--- src/rtl/bcd_scan_pkg.sv ---
//------------------------------------------------------------------------------
// bcd_scan_pkg : BCD digit type and active-low 7-segment patterns {dp,g..a}
// Revision     : 1.0
//------------------------------------------------------------------------------
`default_nettype none

package bcd_scan_pkg;

  typedef logic [3:0] bcd_t;

  localparam logic [7:0] SEG_0     = 8'hC0;
  localparam logic [7:0] SEG_1     = 8'hF9;
  localparam logic [7:0] SEG_2     = 8'hA4;
  localparam logic [7:0] SEG_3     = 8'hB0;
  localparam logic [7:0] SEG_4     = 8'h99;
  localparam logic [7:0] SEG_5     = 8'h92;
  localparam logic [7:0] SEG_6     = 8'h82;
  localparam logic [7:0] SEG_7     = 8'hF8;
  localparam logic [7:0] SEG_8     = 8'h80;
  localparam logic [7:0] SEG_9     = 8'h90;
  localparam logic [7:0] SEG_BLANK = 8'hFF;

  // Non-decimal codes cannot occur but still map to a dark digit.
  function automatic logic [7:0] seg_decode(input bcd_t v);
    case (v)
      4'd0:    seg_decode = SEG_0;
      4'd1:    seg_decode = SEG_1;
      4'd2:    seg_decode = SEG_2;
      4'd3:    seg_decode = SEG_3;
      4'd4:    seg_decode = SEG_4;
      4'd5:    seg_decode = SEG_5;
      4'd6:    seg_decode = SEG_6;
      4'd7:    seg_decode = SEG_7;
      4'd8:    seg_decode = SEG_8;
      4'd9:    seg_decode = SEG_9;
      default: seg_decode = SEG_BLANK;
    endcase
  endfunction

endpackage

`default_nettype wire

--- src/rtl/bcd_digit.sv ---
//------------------------------------------------------------------------------
// bcd_digit : single BCD digit register, steps +/-1 mod 10 with carry/borrow out
// Revision  : 1.0
//------------------------------------------------------------------------------
`default_nettype none

module bcd_digit
  import bcd_scan_pkg::*;
(
  input  logic clk,
  input  logic rst_n,
  input  logic clear,
  input  logic step,
  input  logic up,
  input  logic carry_in,
  output bcd_t digit,
  output logic carry_out
);

  bcd_t digit_q;
  bcd_t digit_d;
  logic at_limit;

  always_comb begin
    at_limit  = up ? (digit_q == 4'd9) : (digit_q == 4'd0);
    carry_out = step & carry_in & at_limit;
    digit_d   = digit_q;
    if (clear) begin
      digit_d = '0;
    end else if (step && carry_in) begin
      if (up) digit_d = at_limit ? 4'd0 : digit_q + 4'd1;
      else    digit_d = at_limit ? 4'd9 : digit_q - 4'd1;
    end
  end

  always_ff @(posedge clk) begin
    if (!rst_n) digit_q <= '0;
    else        digit_q <= digit_d;
  end

  assign digit = digit_q;

endmodule

`default_nettype wire

--- src/rtl/bcd_scan_counter.sv ---
//------------------------------------------------------------------------------
// bcd_scan_counter : N-digit BCD tick counter with multiplexed 7-segment drive.
//                    Optional macro LEADING_ZERO_BLANK_EN blanks leading zeros.
// Revision         : 1.0
//------------------------------------------------------------------------------
`default_nettype none

module bcd_scan_counter
  import bcd_scan_pkg::*;
#(
  parameter int NUM_DIGITS = 4,
  parameter int TICK_DIV   = 50_000_000,
  parameter int SCAN_DIV   = 12_500
) (
  input  logic                    clk,
  input  logic                    rst_n,
  input  logic                    clear,
  input  logic                    up,
  input  logic [NUM_DIGITS-1:0]   dig_en_n,
  output logic [4*NUM_DIGITS-1:0] digits,
  output logic                    wrap,
  output logic [NUM_DIGITS-1:0]   seg_sel,
  output logic [7:0]              seg_data
);

  localparam int TICK_W = $clog2(TICK_DIV);
  localparam int SCAN_W = $clog2(SCAN_DIV);
  localparam int IDX_W  = (NUM_DIGITS > 1) ? $clog2(NUM_DIGITS) : 1;

  localparam logic [TICK_W-1:0] c_tick_last = TICK_W'(TICK_DIV - 1);
  localparam logic [SCAN_W-1:0] c_scan_last = SCAN_W'(SCAN_DIV - 1);
  localparam logic [IDX_W-1:0]  c_idx_last  = IDX_W'(NUM_DIGITS - 1);

  logic [TICK_W-1:0]     tick_cnt_q, tick_cnt_d;
  logic [SCAN_W-1:0]     scan_cnt_q, scan_cnt_d;
  logic [IDX_W-1:0]      scan_idx_q, scan_idx_d;
  logic                  wrap_q, wrap_d;
  logic [NUM_DIGITS-1:0] seg_sel_q, seg_sel_d;
  logic [7:0]            seg_data_q, seg_data_d;

  logic                  tick;
  logic                  chained;
  logic [NUM_DIGITS-1:0] carry_in;
  logic [NUM_DIGITS-1:0] carry_out;
  bcd_t                  digit_val [NUM_DIGITS];
  logic [NUM_DIGITS-1:0] show;
  bcd_t                  cur_digit;
  logic                  cur_show;

  // A tick landing on a clear cycle is dropped rather than deferred.
  assign tick    = (tick_cnt_q == c_tick_last) && !clear;
  assign chained = &dig_en_n;

  generate
    for (genvar i = 0; i < NUM_DIGITS; i++) begin : g_digit
      if (i == 0) begin : g_first
        assign carry_in[i] = chained ? 1'b1 : ~dig_en_n[i];
      end else begin : g_rest
        assign carry_in[i] = chained ? carry_out[i-1] : ~dig_en_n[i];
      end

      bcd_digit u_digit (
        .clk       (clk),
        .rst_n     (rst_n),
        .clear     (clear),
        .step      (tick),
        .up        (up),
        .carry_in  (carry_in[i]),
        .digit     (digit_val[i]),
        .carry_out (carry_out[i])
      );

      assign digits[4*i +: 4] = digit_val[i];
    end
  endgenerate

`ifdef LEADING_ZERO_BLANK_EN
  // Scan from the top down; a digit is shown once any digit at or above it is non-zero.
  always_comb begin
    logic seen;
    seen = 1'b0;
    show = '0;
    for (int i = NUM_DIGITS - 1; i >= 0; i--) begin
      seen    = seen | (digit_val[i] != 4'd0);
      show[i] = seen || (i == 0) || !chained;
    end
  end
`else
  assign show = '1;
`endif

  always_comb begin
    cur_digit = '0;
    cur_show  = 1'b1;
    for (int i = 0; i < NUM_DIGITS; i++) begin
      if (scan_idx_q == IDX_W'(i)) begin
        cur_digit = digit_val[i];
        cur_show  = show[i];
      end
    end
  end

  always_comb begin
    tick_cnt_d = (tick_cnt_q == c_tick_last) ? '0 : tick_cnt_q + 1'b1;
    if (clear) tick_cnt_d = '0;

    wrap_d = tick & chained & carry_out[NUM_DIGITS-1];

    scan_cnt_d = scan_cnt_q + 1'b1;
    scan_idx_d = scan_idx_q;
    if (scan_cnt_q == c_scan_last) begin
      scan_cnt_d = '0;
      scan_idx_d = (scan_idx_q == c_idx_last) ? '0 : scan_idx_q + 1'b1;
    end

    seg_sel_d  = ~(NUM_DIGITS'(1) << scan_idx_q);
    seg_data_d = cur_show ? seg_decode(cur_digit) : SEG_BLANK;
  end

  always_ff @(posedge clk) begin
    if (!rst_n) begin
      tick_cnt_q <= '0;
      scan_cnt_q <= '0;
      scan_idx_q <= '0;
      wrap_q     <= 1'b0;
      seg_sel_q  <= '1;
      seg_data_q <= SEG_BLANK;
    end else begin
      tick_cnt_q <= tick_cnt_d;
      scan_cnt_q <= scan_cnt_d;
      scan_idx_q <= scan_idx_d;
      wrap_q     <= wrap_d;
      seg_sel_q  <= seg_sel_d;
      seg_data_q <= seg_data_d;
    end
  end

  assign wrap     = wrap_q;
  assign seg_sel  = seg_sel_q;
  assign seg_data = seg_data_q;

endmodule

`default_nettype wire

--- config.mk ---
export PLATFORM = sky130hd
export DESIGN_NAME = bcd_scan_counter
export DESIGN_NICKNAME = d
export VERILOG_FILES = /design/src/rtl/bcd_scan_pkg.sv /design/src/rtl/bcd_digit.sv /design/src/rtl/bcd_scan_counter.sv
export SDC_FILE = /design/constraint.sdc
export NUM_CORES = 1
export LEC_CHECK = 0
export CAP_MARGIN = 20
export CORE_UTILIZATION = 55
export CTS_CLUSTER_SIZE = 12
export DETAILED_ROUTE_END_ITERATION = 7
export PLACE_DENSITY = 0.79
export SLEW_MARGIN = 10
export SYNTH_ARGS = -nofsm -noshare
export SYNTH_HDL_FRONTEND = slang
export SYNTH_SLANG_ARGS = --single-unit
--- constraint.sdc ---
create_clock -name clk -period 7.05 [get_ports clk]
set_input_delay 1.0575 -clock clk [delete_from_list [all_inputs] [get_ports clk]]
set_output_delay 1.0575 -clock clk [all_outputs]
set_load 0.1 [all_outputs]
Word level (Yosys, flattened, before mapping)
Memories as Yosys holds them, arrays and structs flattened. A register that Yosys moved wholly into a read port is not among the register bits.
Index checks and enable logic that the tools add are counted.

storage, ports and cells
  register bits after elaboration = 71
  bits in read-only memories = 112
  bits of input ports = 8
  output and inout port bits = 29
  memories kept = 1

memory list
  memory            words  width  rd ports  clocked after memory_dff  wr ports  RTL line            RTL
  (name not given)  16     7      1         1                         0         bcd_scan_pkg.sv:25  case (v)

operators by class
  $add $sub $neg = 11
  equality and inequality tests = 9
  shift-type cells = 1
  multiplexer cells = 25
  bitwise logic cells = 16
  reduce and logical (&&, ||, !) cells = 16

operators by type and width
  operator                                                               number
  4-bit two-way mux                                                      16
  26-bit by 1-bit adder with 26-bit output, second input constant        1
  26-bit equality test, second input constant                            1
  4-bit by 1-bit adder with 4-bit output, second input constant          4
  4-bit equality test, second input constant                             4
  4-bit logical NOT                                                      4
  4-bit by 1-bit subtractor with 4-bit output, second input constant     4
  14-bit by 1-bit adder with 14-bit output, second input constant        1
  14-bit equality test, second input constant                            1
  1-bit AND                                                              10
  1-bit two-way mux                                                      8
  1-bit logical AND                                                      5
  1-bit inverter                                                         5
  2-bit equality test, second input constant                             2
  4-bit inverter                                                         1
  4-bit AND reduction                                                    1
  2-bit OR reduction                                                     2
  1-bit by 2-bit left shift with 4-bit output, first input constant      1
  3-bit OR reduction                                                     1
  2-bit by 1-bit adder with 2-bit output, second input constant          1
  2-bit by 1-bit equality test with 1-bit output, second input constant  1
  1-bit logical NOT                                                      2
  2-bit logical NOT                                                      1
  2-bit two-way mux                                                      1

Longest topological paths before layout
Gate-level depths: netlist (run 1).

  depth after elaboration = 14
  mapped depth = 10
  gate-level depth less buffers = 9

Modules after synthesis
From an unflattened synthesis (run 1), not the netlist that was laid out.

second synthesis, totals
  cell total of the unflattened synthesis = 457
  area, all modules = 3996.3 µm²

by module, submodules not included
  module            times used  cells an instance  area an instance (µm²)  seq. area each (µm²)
  bcd_scan_counter  1           273                2434.8                  1081.0
  bcd_digit         4           46                 390.4                   80.1

Least setup slack after synthesis (run 1)
Ideal clock, no wire load.

  kind = register -> register
  from = register g_digit[0].u_digit.digit_q[1]
  to = register g_digit[3].u_digit.digit_q[1]
  library setup time = 71 ps
  data arrival time = 2897 ps
  required time = 6979 ps
  setup slack = 4083 ps
  stages on the path, launching flop included = 8
  buffers on the path = 0
  cell sequence = dfxtp_1 -> inv_1 -> ha_1 -> or4b_4 -> and2_4 -> o41a_1 -> or4_1 -> a21oi_1

on the way
  cells in the longest elaborated chain, start to end = 11
  elaborated cells between the ends (all ways) = 12
  classes of those cells = eq/ne (1); mux (4); bitwise (5); reduce/logical (2)

RTL lines
  item                                                             RTL line                RTL
  start, declared                                                  bcd_digit.sv:20         bcd_t digit_q;
  start signal, assigned                                           bcd_digit.sv:38         else digit_q <= digit_d;
  4-bit equality test / 4-bit logical NOT (equally long branches)  bcd_digit.sv:25         at_limit = up ? (digit_q == 4'd9) : (digit_q == 4'd0);
  1-bit two-way mux *                                              bcd_digit.sv:25
  1-bit AND *                                                      bcd_digit.sv:26         carry_out = step & carry_in & at_limit;
  1-bit two-way mux *                                              bcd_scan_counter.sv:59  assign carry_in[i] = chained ? carry_out[i-1] : ~dig_en_n[i];
  1-bit AND * (2 in series)                                        bcd_digit.sv:26
  1-bit two-way mux *                                              bcd_scan_counter.sv:59
  1-bit AND * (2 in series)                                        bcd_digit.sv:26
  1-bit two-way mux *                                              bcd_scan_counter.sv:59
  1-bit logical AND *                                              bcd_digit.sv:30         end else if (step && carry_in) begin
  end signal, assigned                                             bcd_digit.sv:38
  end, declared                                                    bcd_digit.sv:20

Mark *: on every way between the ends. The rest lies on a longest branch, timed or not.
A chain may end at the register's enable or synchronous reset.

Worst setup path in the final report (run 1)
  from = input port up
  to = register g_digit[3].u_digit.digit_q[1]

on the way
  cells in the longest elaborated chain, start to end = 10
  elaborated cells between the ends (all ways) = 16
  classes of those cells = mux (10); bitwise (5); reduce/logical (1)

RTL lines
  item                     RTL line                RTL
  start, declared          bcd_scan_counter.sv:18  input logic up,
  1-bit two-way mux        bcd_digit.sv:25
  1-bit AND                bcd_digit.sv:26
  1-bit two-way mux        bcd_scan_counter.sv:59
  1-bit AND (2 in series)  bcd_digit.sv:26
  1-bit two-way mux        bcd_scan_counter.sv:59
  1-bit AND (2 in series)  bcd_digit.sv:26
  1-bit two-way mux        bcd_scan_counter.sv:59
  1-bit logical AND        bcd_digit.sv:30

Several ways; a longest one is shown, not always the timed one.

==> results.toml, run 1 <==
[run_status]
status = "finished, final reports clean"

[routing]
finalWirelength_um = 8670
vias_per_cell = 5.83
ant_nets = 0
drcViolationCount = 0
drtIter0Drc = 219
vias = 3502
firstDrtPassIters = 4
wl_per_cell_um = 14.4

[placement]
dp_cells = 584
placed_area_sq_um = 4360
gp_congestion = 0.877
dp_hpwl_um = 6160
port_buffers = 35

[power_and_ir_drop]
peakVddDrop_v = 0.000110
p_leak_uw = 0.00159
p_total_uw = 818
power_density_nw_per_um2 = 178

[synthesis]
synth-seq-area-share = 0.353
synthArstFlopShare = 0
yosys-top-cells-area = "dfxtp_1 35%, ha_1 7.6%, xnor2_1 5.5%"
syn_area_per_cell_sq_um = 8.38
synth_edf_count = 0
synth-main-ff-cell = "dfxtp_1"
netlist-cell-type-count = 59
synthCells = 474
syn_area_sq_um = 3970
ys_warn_count = 0
yosys.area.top_type = "dfxtp_1"
ys_ff_latch = 70
syn-num-nets = 506
synth_top_area_frac = 0.353

[hold_path]
hp-class = "flip-flop to flip-flop"
min_from = "scan_cnt_q[0]"
hold_depth = 1
holdPathEnd = "scan_cnt_q[0]"

[worst_setup_path]
worstPathRequired_ns = 7.31
critPathCaptureType = "flip-flop"
r2r_setup_slack_ns = 4.25
r2r_cells = 7
cpPeakStageDelay_ns = 0.91
cp_slowest_cell = "clkdlybuf4s50_1"
path_cells = "clkdlybuf4s50_1, or4b_4, and2_4, o41a_1, or4_1, a21oi_1"
cp_max_fo = 25
r2r-start = "g_digit[0].u_digit.digit[0]"
critPathBufInv = 1
cpLargestDelayFamily = "simple AND/OR/NAND/NOR gates"
path_class = "primary input to flip-flop"
critical_path.startpoint_type = "primary input"
timing.rr.end = "g_digit[3].u_digit.digit[1]"
arrival_ns = 4.08

[global_routing]
grt_pass1_vias = 3156
grt_pass1_wl_um = 14400
globalRouteOverflowTotal = 0
antenna_found_initial = 0
grt_use_total = 0.243
grt_start_max_net_pins = 26

[sta]
relSlewSlack = 0.327
final_hold_viol_count = 0
fin_crit_ns = 3.82
setup_tns_ns = 0
worst_pin_slew_ns = 1.01
post-route-period-util = 0.542
rsz0062_at_grt = "no"
skew_ns = 0.00769
drv_slew = 0
setup_viol = 0
timing.fmax_ghz = 0.262

[cells_and_area]
fin_area_sq_um = 4580
finalNonFillerCells = 601
n_antenna_cell = 0
drive_above_1_share = 0.0554
nets = 532
syn_to_final_growth_pct = 15.4

[clock_tree]
clk_path_buf_depth = 2
ctsResizeCount = 0
clk_pin_slew_ns = 0.07
htree_levels = 3
clock_latency_ns = 0.34
cts_root_buffer = "clkbuf_8"
cts_hold_buf = 0
cts-buffers-inserted = 9
cts_setup_buffers = 0
cts_tree = "built"
cts_sinks = 70

[floorplan]
io-pin-count = 37
fp.coreArea_sq_um = 6870
fp-row-count = 30
die-area_sq_um = 7560
start_util = 0.578
dieHeight_um = 87.0
die_w_um = 87.0

[run]
max_cap_violations = 0
-- stage by stage --
stage               hold slack [ns]  utilization  setup slack (ns)
finish                        0.461        0.667              3.23
global route                  0.497        0.667              3.16
CTS                           0.461        0.666              3.29
detailed placement            0.448        0.634              2.95
global placement              0.429        0.634              2.98
floorplan                     0.413            -              4.08
-- report_power, final --
group	internal [uW]	switching (uW)	total [uW]
combinational	15.2	38.3	53.4
sequential	399	2.31	402
clock	210	153	363
total	624	194	818
-- worst reg2reg max path: stages, from the launching register on --
cell,delay (ns)
dfxtp_1,0.42
inv_1,0.18
ha_1,0.24
or4b_4,0.48
and2_4,0.18
o41a_1,0.51
or4_1,0.55
a21oi_1,0.15
-- layout by cell type (no fill, tap or decap), types with 3 or more instances in the layout --
cell type        count
a211oi_1             7
a21oi_1             22
and3_1               5
and4_1               5
clkbuf_8            10
clkdlybuf4s50_1     35
dfxtp_1             70
ha_1                24
inv_1               20
mux2i_1              8
nand2_1             32
nand2b_1             9
nand3_1             20
nand3b_1             5
nand4_1             15
nand4b_1             4
nor2_1              55
nor2b_1              4
nor3_1              13
nor3b_1              6
nor4_1              12
nor4b_1              3
o21a_1               3
o21ai_0             22
or3_1                3
or4_1                5
xnor2_1             25
xor2_1              17
-- cell families (layout without fill, tap and decap cells) --
kind of cell	count (synthesis)	in the layout	synth area share
adder cells (fa/ha/maj)	24	24	0.0756
buffers and inverters	42	73	0.0435
XOR/XNOR	42	42	0.0927
AND/OR/NAND/NOR	207	207	0.281
multiplexers	10	10	0.0258
AO/OA/AOI/OAI	78	78	0.127
other	1	1	0.000945
flip-flops	70	70	0.353
-- cells in the mapped netlist, types with 2 or more instances --
| master | n |
|---|---|
| a2111o_1 | 2 |
| o31ai_1 | 3 |
| nand3_1 | 20 |
| or2_2 | 2 |
| nor2b_1 | 4 |
| nor3b_1 | 6 |
| xor2_1 | 17 |
| a21boi_0 | 2 |
| nand2_1 | 32 |
| mux2_2 | 2 |
| nand2b_1 | 9 |
| clkbuf_1 | 19 |
| nor2_1 | 55 |
| nand4_1 | 15 |
| a41o_1 | 2 |
| o21a_1 | 3 |
| nor4bb_1 | 2 |
| or3_1 | 3 |
| a21oi_1 | 22 |
| or4_1 | 5 |
| and4_1 | 5 |
| mux2i_1 | 8 |
| o21ai_0 | 22 |
| nand4b_1 | 4 |
| nor4_1 | 12 |
| and3_1 | 5 |
| buf_4 | 2 |
| inv_1 | 20 |
| a211oi_1 | 7 |
| dfxtp_1 | 70 |
| xnor2_1 | 25 |
| nor4b_1 | 3 |
| nor3_1 | 13 |
| ha_1 | 24 |
| nand3b_1 | 5 |
-- flip-flops by register name (all words and copies together) (netlist names) --
| register | count |
|---|---|
| tick_cnt_q | 26 |
| g_digit.u_digit.digit | 16 |
| scan_cnt_q | 14 |
| seg_data | 7 |
| seg_sel | 4 |
| scan_idx_q | 2 |
| wrap | 1 |
-- worst max path at each step --
stage / depth (start not counted) / start / slack, ns / to
global placement: 6 / up / 2.98 / g_digit[3].u_digit.digit[1]
global route: 6 / up / 3.16 / g_digit[3].u_digit.digit[1]
finish: 6 / up / 3.23 / g_digit[3].u_digit.digit[1]
CTS: 6 / up / 3.29 / g_digit[3].u_digit.digit[1]
floorplan: 7 / g_digit[0].u_digit.digit[1] / 4.08 / g_digit[3].u_digit.digit[1]
detailed placement: 6 / up / 2.95 / g_digit[3].u_digit.digit[1]
-- cell type report --
| type | count | area [sq um] |
|---|---|---|
| inverter | 20 | 75.1 |
| clock inverter | 5 | 81.3 |
| fill | 587 | 2290 |
| sequential | 70 | 1400 |
| tap | 96 | 120 |
| clock buffer | 11 | 141 |
| timing repair buffer | 37 | 363 |
| multi-input combinational | 362 | 2400 |
-- per-layer routing --
metal | global-route usage | vias to the layer above | share of wire
li1 | - | 1734 | -
met1 | 0.321 | 1660 | 0.46
met2 | 0.394 | 93 | 0.48
met3 | 0.0389 | 15 | 0.046
met4 | 0.0985 | 0 | 0.015
met5 | 0 | - | 0
Note: power is estimated with default switching activity, not from simulation.
==> inputs of run 2 (changes only) <==
Clock period 7.05 ns to 3.6 ns, I/O delays scaled along.
==> results.toml, run 2 (same netlist as run 1, synthesis figures left out) <==
[cells_and_area]
largest_reg_flops = 26
multiInputGateArea_sq_um = 2400
drive_above_1_share = 0.0629
nets = 536
finalNonFillerCells = 605
syn_to_final_growth_pct = 16.3
fillers = 581
n_antenna_cell = 0
layout_common_cells = "70 x dfxtp_1, 55 x nor2_1, 35 x clkdlybuf4s50_1, 32 x nand2_1, 25 x xnor2_1"
largest_register = "tick_cnt_q"
regArea_sq_um = 1400
layout_commonest_cell = "dfxtp_1"

[sta]
timing.fmax_ghz = 0.368
skew_ns = 0.0103
worst_pin_slew_ns = 0.983
drv_slew = 0
relSlewSlack = 0.343
fin_crit_ns = 2.72
final_hold_viol_count = 0
post-route-period-util = 0.755
setup_tns_ns = 0
setup_viol = 0
rsz0062_at_grt = "no"

[global_routing]
met1_usage = 0.321
antenna_found_initial = 0
use_met2 = 0.394
grt_pass1_wl_um = 14600
grt_use_total = 0.248
globalRouteOverflowTotal = 0
grt_pass1_vias = 3150
top_usage_layer = "met2"
use_met3 = 0.0588
grt_start_max_net_pins = 25

[power_and_ir_drop]
power_density_nw_per_um2 = 348
peakVddDrop_v = 0.000248
p_leak_uw = 0.00162

[hold_path]
min_from = "scan_cnt_q[0]"
holdPathEnd = "scan_cnt_q[0]"
hold_depth = 1
hp-class = "flip-flop to flip-flop"

[routing]
vias_per_cell = 5.74
vias = 3475
finalWirelength_um = 8580
ant_nets = 0
wl_per_cell_um = 14.2
drcViolationCount = 0
firstDrtPassIters = 4
drtIter0Drc = 188

[placement]
dp_cells = 589
port_buffers = 35
dp_hpwl_um = 6000
gp_congestion = 0.875

[worst_setup_path]
r2r_cells = 7
cp_max_fo = 9
r2r_setup_slack_ns = 0.88
worstPathRequired_ns = 3.87
arrival_ns = 2.99
critical_path.startpoint_type = "flip-flop"
timing.rr.end = "g_digit[3].u_digit.digit[1]"
critPathCaptureType = "flip-flop"
path_class = "flip-flop to flip-flop"
r2r-start = "g_digit[0].u_digit.digit[0]"

[run]
max_cap_violations = 0

[clock_tree]
cts_tree = "built"
clk_pin_slew_ns = 0.07
clock_latency_ns = 0.36
clk_path_buf_depth = 2
ctsResizeCount = 0
htree_levels = 3
cts-buffers-inserted = 9
cts_setup_buffers = 0
cts_hold_buf = 0
cts_root_buffer = "clkbuf_8"
cts_sinks = 70

[floorplan]
start_util = 0.578
io-pin-count = 37
die_w_um = 87.0
die-area_sq_um = 7560
dieHeight_um = 87.0
fp-row-count = 30
fp.coreArea_sq_um = 6870

[run_status]
status = "finished, final reports clean"
[run 2: final cells by class]
class                           count  area share
Inverter                           20      0.0163
Timing Repair Buffer               41      0.0856
Multi-Input combinational cell    362       0.520
Clock inverter                      5      0.0179
Tap cell                           96      0.0260
Clock buffer                       11      0.0306
Sequential cell                    70       0.304
[run 2: worst max-delay path by stage]
stage	depth (start not counted)	endpoint	slack [ns]	startpoint
4_1_cts	7	g_digit[3].u_digit.digit[1]	0.87	g_digit[0].u_digit.digit[0]
2_1_floorplan	7	g_digit[3].u_digit.digit[1]	0.63	g_digit[0].u_digit.digit[1]
3_3_place_gp	7	g_digit[3].u_digit.digit[1]	0.62	up
6_report	7	g_digit[3].u_digit.digit[1]	0.88	g_digit[0].u_digit.digit[0]
3_5_place_dp	7	g_digit[3].u_digit.digit[1]	0.56	up
5_1_grt	8	seg_data[3]	0.60	scan_idx_q[0]
[run 2: worst max-delay path: stages (launching register included)]
cell and delay (ns):
dfxtp_1 0.41, inv_1 0.16, ha_1 0.22, or4b_4 0.47, and2_4 0.18, o41a_1 0.51, or4_1 0.55, a21oi_1 0.14
[run 2: stage by stage]
| stage | hold WS [ns] | power, uW | area [sq um] | util | setup WS [ns] |
|---|---|---|---|---|---|
| 2_1_floorplan | 0.413 | 879 | 3970 | - | 0.633 |
| 3_3_place_gp | 0.429 | 908 | 4390 | 0.640 | 0.622 |
| 3_5_place_dp | 0.439 | 909 | 4390 | 0.640 | 0.557 |
| 4_1_cts | 0.450 | 1620 | 4620 | 0.672 | 0.869 |
| 5_1_grt | 0.474 | 1660 | 4620 | 0.672 | 0.602 |
| 6_report | 0.451 | 1610 | 4620 | 0.672 | 0.884 |
[run 2: power breakdown]
group	switching [uW]	total (uW)	internal, uW	leakage (uW)
clock	305	716	410	0.000113
combinational	74.8	106	30.9	0.000936
sequential	4.09	786	782	0.000567
[run 2: per-layer routing]
layer	up-vias	routed length (um)
li1	1744	-
met1	1640	4010
met2	80	4030
met3	11	432
met4	0	109
met5	-	0
==> inputs of run 3 (changes only) <==
Settings changed: CORE_UTILIZATION 55 to 52, PLACE_DENSITY 0.79 to 0.78.
Clock period 3.6 ns to 2.46 ns, I/O delays scaled along.
==> results.toml, run 3 (same netlist as run 1, synthesis figures left out) <==
[run_status]
status = "finished, final reports clean"

[clock_tree]
clock_latency_ns = 0.34
clk_path_buf_depth = 2
cts_sinks = 70
cts_tree = "built"
cts-buffers-inserted = 9
htree_levels = 3
clk_pin_slew_ns = 0.07
cts_root_buffer = "clkbuf_8"

[worst_setup_path]
cp_slowest_cell = "or4_1"
worstPathRequired_ns = 2.72
cp_max_fo = 6
r2r_setup_slack_ns = 0.08
arrival_ns = 2.64
path_cells = "inv_6, ha_4, or4b_4, and2_4, o41a_1, or4_1, a21oi_1"
path_class = "flip-flop to flip-flop"
r2r-start = "g_digit[0].u_digit.digit[1]"
critical_path.startpoint_type = "flip-flop"
r2r_cells = 7
critPathCapture = "g_digit[3].u_digit.digit[1]"
cpPeakStageDelay_ns = 0.54
critPathCaptureType = "flip-flop"
timing.rr.end = "g_digit[3].u_digit.digit[1]"
crit_start = "g_digit[0].u_digit.digit[1]"

[power_and_ir_drop]
switching_share = 0.240
pwr-share-comb = 0.077
p_clk_frac = 0.404
pwr-share-seq = 0.519
p_sw_uw = 529
power_density_nw_per_um2 = 460
p_leak_uw = 0.00180
peakVddDrop_v = 0.000367
intPower_uw = 1680

[cells_and_area]
largest_reg_flops = 26
largest_register = "tick_cnt_q"
drive_above_1_share = 0.197
multiInputGateArea_sq_um = 2430
syn_to_final_growth_pct = 21.0
layout_commonest_cell = "buf_4"
fillers = 607
nets = 564
n_antenna_cell = 0
layout_common_cells = "60 x buf_4, 57 x dfxtp_1, 55 x nor2_1, 32 x nand2_1, 25 x xnor2_1"
regArea_sq_um = 1430
final_util = 0.655

[sta]
final_hold_viol_count = 0
post-route-period-util = 0.967
timing.fmax_ghz = 0.420
setup_tns_ns = 0
rsz0062_at_grt = "no"
fin_crit_ns = 2.38
skew_ns = 0.00735
drv_slew = 0
setup_viol = 0

[routing]
wl_per_cell_um = 13.7
drcViolationCount = 0
vias_per_cell = 5.58
ant_nets = 0
firstDrtPassIters = 4
finalWirelength_um = 8740
drtIter0Drc = 231
vias = 3552

[floorplan]
fp.coreArea_sq_um = 7330
start_util = 0.542
io-pin-count = 37
die_w_um = 89.4
fp-row-count = 31
dieHeight_um = 89.4
die-area_sq_um = 7990

[run]
max_cap_violations = 0

[placement]
gp_congestion = 0.935
dp_hpwl_um = 6480
port_buffers = 35

[global_routing]
grt_pass1_wl_um = 15100
antenna_found_initial = 0
grt_start_max_net_pins = 25
grt_use_total = 0.241
globalRouteOverflowTotal = 0
grt_pass1_vias = 3328

[hold_path]
min_from = "scan_cnt_q[0]"
hold_depth = 1
hp-class = "flip-flop to flip-flop"
[run 3: cell types whose count changed in the layout (fill, tap and decap cells not counted), moves of 2 or more]
cell / before / now
dfxtp_1: 70 / 57
buf_4: 6 / 60
inv_1: 20 / 18
clkdlybuf4s50_1: 35 / 7
buf_6: 0 / 2
bufinv_16: 2 / 0
dfxtp_4: 0 / 4
clkinv_4: 2 / 0
dfxtp_2: 0 / 9
[run 3: worst max-delay path: cells and delay by family, from the launching register on]
family,cells,cell delay [ns]
compound gates,2,0.52
buf+inv,1,0.08
flops,1,0.38
fa+ha+maj,1,0.15
simple gates,3,1.18
[run 3: repair_timing]
action                                  in CTS  in global routing
resized for setup                            0                  6
buffers inserted                             0                  1
pin swaps                                    1                  2
endpoints found under the setup margin       1                  5
hold buffers                                 0                  0
[run 3: power groups by stage]
stage	Sequential, uW	Combinational (uW)	Clock (uW)
global placement	1170	166	0
detailed placement	1170	168	0
finish	1150	171	891
global route	1150	183	961
CTS	1150	168	924
floorplan	1220	64.7	0
[run 3: per-layer routing]
| layer | routed length (um) | up-vias | global-route usage |
|---|---|---|---|
| met5 | 0 | - | 0 |
| met2 | 4050 | 85 | 0.402 |
| met4 | 116 | 0 | 0.0837 |
| li1 | - | 1802 | - |
| met3 | 443 | 15 | 0.0517 |
| met1 | 4130 | 1650 | 0.308 |
[run 3: area by class of cell]
class	instances	area share
Clock buffer	14	0.0383
Clock inverter	2	0.00261
Inverter	20	0.0172
Multi-Input combinational cell	362	0.506
Sequential cell	70	0.297
Tap cell	99	0.0258
Timing Repair Buffer	69	0.113
[run 3: per-stage QoR]
stage	std cells	worst slack, ns	area (sq um)	hold slack, ns	power [uW]
3_5_place_dp	619	-0.236	4570	0.431	1340
6_report	636	0.0811	4800	0.449	2210
3_3_place_gp	619	-0.196	4570	0.425	1340
4_1_cts	635	0.0329	4770	0.444	2240
5_1_grt	636	0.00132	4800	0.475	2290
2_1_floorplan	474	-0.0157	4010	0.413	1280
[run 3: how the worst min path moves through the flow]
stage | endpoint | slack (ns)
after global routing | scan_cnt_q[0] | 0.47
after floorplan | scan_cnt_q[0] | 0.41
final | scan_cnt_q[0] | 0.45
after CTS | scan_cnt_q[0] | 0.44
after global placement | scan_cnt_q[0] | 0.43
after detailed placement | scan_cnt_q[0] | 0.43
==> patch 1, RTL diff (settings of run 2) <==
The option `LEADING_ZERO_BLANK_EN` is turned on by a define.
--- a/src/rtl/bcd_scan_counter.sv
+++ b/src/rtl/bcd_scan_counter.sv
@@ -5,4 +5,6 @@
 //------------------------------------------------------------------------------
 `default_nettype none
+
+`define LEADING_ZERO_BLANK_EN
 
 module bcd_scan_counter
Function: same outputs for any inputs over 10 cycles, from zero or initial values and one cycle with rst_n low; that may be too few to reach the edited logic, so the function may still have changed.
==> patch 1 against run 2 <==
  * Power decreased by 5.7%
  * First-iteration DRC count increased by 12%
  * Worst hold slack got worse by 6.2 ps
  * Die area increased by 1.6%
  * Routed wire length increased by 6.7%
  * Fmax decreased by 3.9%
  * Sequential cell count unchanged
  * Synthesized area increased by 1.7%
  * Sequential share of layout area decreased by 0.057 points
  * Count of clock-buffer cells in the layout unchanged
  * Synthesized cell count increased by 2.3%
  * Cell area increased by 0.19%
  * Setup slack got worse by 110 ps
  * Non-clock buffer count decreased by 2
  * Critical endpoint is now g_digit[3].u_digit.digit[3]
==> patch 1: results (changes against run 2) <==
metric	value	unit	change
outcome	finished, final reports clean		unchanged
synth_common_cells	dfxtp_1 (70), nor2_1 (55), nand2_1 (34)		was dfxtp_1 (70), nor2_1 (55), nand2_1 (32)
synthTopCellsByArea	dfxtp_1 (35%), ha_1 (7.4%), xnor2_1 (5.4%)		was dfxtp_1 (35%), ha_1 (7.6%), xnor2_1 (5.5%)
sh_seq_area	30.3	%	was 30.4%
grt_pass1_vias	3285		was 3,150
ys_types	63		was 59
wl_met1	4190	um	was 4010 um
slowest_stage	clkdlybuf4s50_1		was or4_1
buffers	39		was 41
layout-drive-gt1-share	4.83	%	was 6.29%
gp_congestion	0.956		was 0.875
drt-initial-drc-count	211		was 188
grt_util_met1	30.6	%	was 32.1%
tightest_slew	972	ps	was 983 ps
grt_max_degree	25		unchanged
worst_clock_skew	6.16	ps	was 10.3 ps
dp.cells	598		was 589
grtUsageMet2	43.4	%	was 39.4%
wl_per_cell	14.9	um	was 14.2 um
pwr-share-clk	40.8	%	was 44.5%
drt-pass1-iter-count	5		was 4
via_per_inst	5.82		was 5.74
synth.net_count	517		was 506
clock_latency	350	ps	
combPwrFrac	7.3	%	was 6.6%
wl_met3	367	um	was 432 um
final-clk-cell-share	4.14	%	was 4.85%
fill_cells	599		was 581
nonClkBufAreaFrac	8.22	%	was 8.56%
netlist_instances	485		was 474
leakage	1.66	nW	was 1.62 nW
hpwlAfterDp	6560	um	was 6000 um
wl_met2	4430	um	was 4030 um
ys_seq_area_share	34.7	%	was 35.3%
wirelength	9150	um	was 8580 um
nNetsFinal	545		was 536
worstPathMaxFanout	13		was 9
multi_input_area_share	52.8	%	was 52.0%
intPower	1.13	mW	was 1.22 mW
grt_pass1_wl	15100	um	was 14,600 um
cpPeakStageDelay	680	ps	was 550 ps
ir_drop	0.275	mV	was 0.248 mV
post-place-ws	457	ps	was 557 ps
n_all_inverters	24		was 20
multi_input_comb_cells	369		was 362
swShare	25.1	%	was 23.9%
cp_data_arrival_time	3100	ps	was 2990 ps
[patch 1: path summary, 6_finish.rpt]
kind	start	end	slack (ps)	cells past startpoint
max	up	g_digit[3].u_digit.digit[3]	770	6
min	scan_cnt_q[0]	scan_cnt_q[0]	440	1
max reg2reg	g_digit[0].u_digit.digit[0]	g_digit[3].u_digit.digit[3]	1010	7
min reg2reg	scan_cnt_q[0]	scan_cnt_q[0]	440	1
[patch 1: kinds of logic after synthesis]
group | after synthesis | synth area share (%)
compound gates | 84 | 13.8
other cells | 1 | 0.0929
flops | 70 | 34.7
buf+inv | 46 | 4.77
fa+ha+maj | 24 | 7.44
simple gates | 208 | 27.6
mux | 8 | 2.01
xor+xnor | 44 | 9.55
[patch 1: through the flow]
stage	cell area [sq um]	util (%)
4_1_cts	4630	66.6
6_report	4630	66.6
3_5_place_dp	4430	63.9
5_1_grt	4630	66.6
2_1_floorplan	4040	-
3_3_place_gp	4430	63.9
==> patch 2, RTL diff (settings of run 2) <==
Made on the original files. Make the reset (`rst_n`) asynchronous in 2 clocked blocks.
--- a/src/rtl/bcd_digit.sv
+++ b/src/rtl/bcd_digit.sv
@@ -34,5 +34,5 @@
   end
 
-  always_ff @(posedge clk) begin
+  always_ff @(posedge clk or negedge rst_n) begin
     if (!rst_n) digit_q <= '0;
     else        digit_q <= digit_d;
--- a/src/rtl/bcd_scan_counter.sv
+++ b/src/rtl/bcd_scan_counter.sv
@@ -118,5 +118,5 @@
   end
 
-  always_ff @(posedge clk) begin
+  always_ff @(posedge clk or negedge rst_n) begin
     if (!rst_n) begin
       tick_cnt_q <= '0;
Check against the original RTL: differs if rst_n is asserted again (counterexample within 4 cycles, from zero or initial values and one cycle with rst_n low); with rst_n held inactive, the same outputs for 10 cycles.
==> patch 2 against run 2 <==
  * Via count shrank 1.8%
  * Routed wire length grew 4.1%
  * Synthesized area grew 7.4%
  * Synthesized cell count shrank 2.5%
  * Power shrank 1.3%
  * Cell area grew 5.9%
  * Combinational power shrank 30%
  * Setup slack lost 7.7 ps
  * Sequential cell count is the same
  * Critical endpoint is now g_digit[2].u_digit.digit[1]
  * Largest cell class unchanged
==> patch 2: results (changes against run 2) <==
metric	value	unit	change
worstPathMaxFanout	8		was 9
synth_compound_area_share	11.5	%	was 12.7%
leakage	2.06	nW	was 1.62 nW
min_path_type	in -> async		was reg -> reg
dr_total_vias	3412		was 3,475
intPower	1.24	mW	was 1.22 mW
ys_async_sr_fraction	100	%	was 0%
synth_common_cells	dfrtp_1 (59), nor2_1 (53), inv_1 (29)		was dfxtp_1 (70), nor2_1 (55), nand2_1 (32)
grt_pass1_wl	15500	um	was 14,600 um
wirelength	8930	um	was 8580 um
post-place-ws	690	ps	was 557 ps
ys_types	55		was 59
grt_max_degree	30		was 25
hpwlAfterDp	6190	um	was 6000 um
clock_latency	360	ps	about the same
gp_congestion	0.889		was 0.875
layout-drive-gt1-share	9.31	%	was 6.29%
synthTopCellsByArea	dfrtp_1 (35%), ha_1 (7.0%), dfstp_2 (6.8%)		was dfxtp_1 (35%), ha_1 (7.6%), xnor2_1 (5.5%)
cp_data_arrival_time	3010	ps	was 2990 ps
grt_pass1_vias	3333		was 3,150
fill_cells	584		was 581
drt-initial-drc-count	230		was 188
ir_drop	0.223	mV	was 0.248 mV
nNetsFinal	521		was 536
post-route-period-util	75.7	%	was 75.5%
slowest_stage	or4_1		unchanged
synth-adder-area-share	7.04	%	was 7.56%
synth_ff_type	dfrtp_1		was dfxtp_1
outcome	finished, final reports clean		unchanged
worst_clock_skew	16.0	ps	was 10.3 ps
synth-xor-area-share	8.01	%	was 9.27%
grt_usage	23.7	%	was 24.8%
ys_seq_area_share	41.4	%	was 35.3%
[patch 2: kinds of logic (layout without fill, tap and decap cells)]
family,Yosys count,after routing
other,1,1
multiplexers,19,19
buffers and inverters,53,85
adder cells (fa/ha/maj),24,24
flip-flops,70,70
XOR/XNOR,39,39
AND/OR/NAND/NOR,181,181
AO/OA/AOI/OAI,75,75
[patch 2: layer usage]
layer  part of all wire (%)  wire length [um]  GRT usage [%]  vias to the layer above
li1                       -                 -              -                     1669
met3                    4.3               386           4.23                       22
met5                      0                 0              0                        -
met2                     48              4290           39.1                      106
met4                    3.0               265           11.8                        0
met1                     45              3990           29.9                     1615
[patch 2: path summary, 6_finish.rpt]
path                                             start                     endpoint  cells after the start
setup reg to reg           g_digit[0].u_digit.digit[0]  g_digit[2].u_digit.digit[1]                      7
hold / removal                                   rst_n  g_digit[1].u_digit.digit[3]                      1
min in group clk                         tick_cnt_q[0]                tick_cnt_q[0]                      1
setup / recovery           g_digit[0].u_digit.digit[0]  g_digit[2].u_digit.digit[1]                      7
hold reg to reg                          tick_cnt_q[0]                tick_cnt_q[0]                      1
max in group asynchronous                        rst_n                tick_cnt_q[2]                      2
[patch 2: power groups by stage]
stage	logic (mW)	registers, mW	clock network, mW
floorplan	0.0396	0.806	0
global placement	0.0727	0.806	0
detailed placement	0.0744	0.806	0
CTS	0.0747	0.791	0.732
global route	0.0826	0.791	0.770
finish	0.0739	0.791	0.721
[patch 2: metrics by stage]
stage | cell area (sq um) | util [%] | instances | hold WS, ps
2_1_floorplan | 4260 | - | 462 | 244
3_3_place_gp | 4670 | 63.3 | 577 | 435
3_5_place_dp | 4670 | 63.3 | 577 | 447
4_1_cts | 4890 | 66.4 | 593 | 164
5_1_grt | 4890 | 66.4 | 593 | 185
6_report | 4890 | 66.4 | 593 | 154
[patch 2: area by class of cell]
class | count | share of cell area [%]
inverters | 29 | 2.23
repair buffers | 40 | 7.83
clock inverters | 4 | 1.43
clock buffers | 12 | 3.17
well taps | 99 | 2.53
flip-flops and latches | 70 | 36.1
multi-input cells | 339 | 46.7
[patch 2: worst max-delay path, delay by kind of cell, from the launching register on]
family          cells  cell delay (ps)
compound gates      3              730
flops               1              470
buf+inv             1              180
simple gates        2             1040
fa+ha+maj           1              220
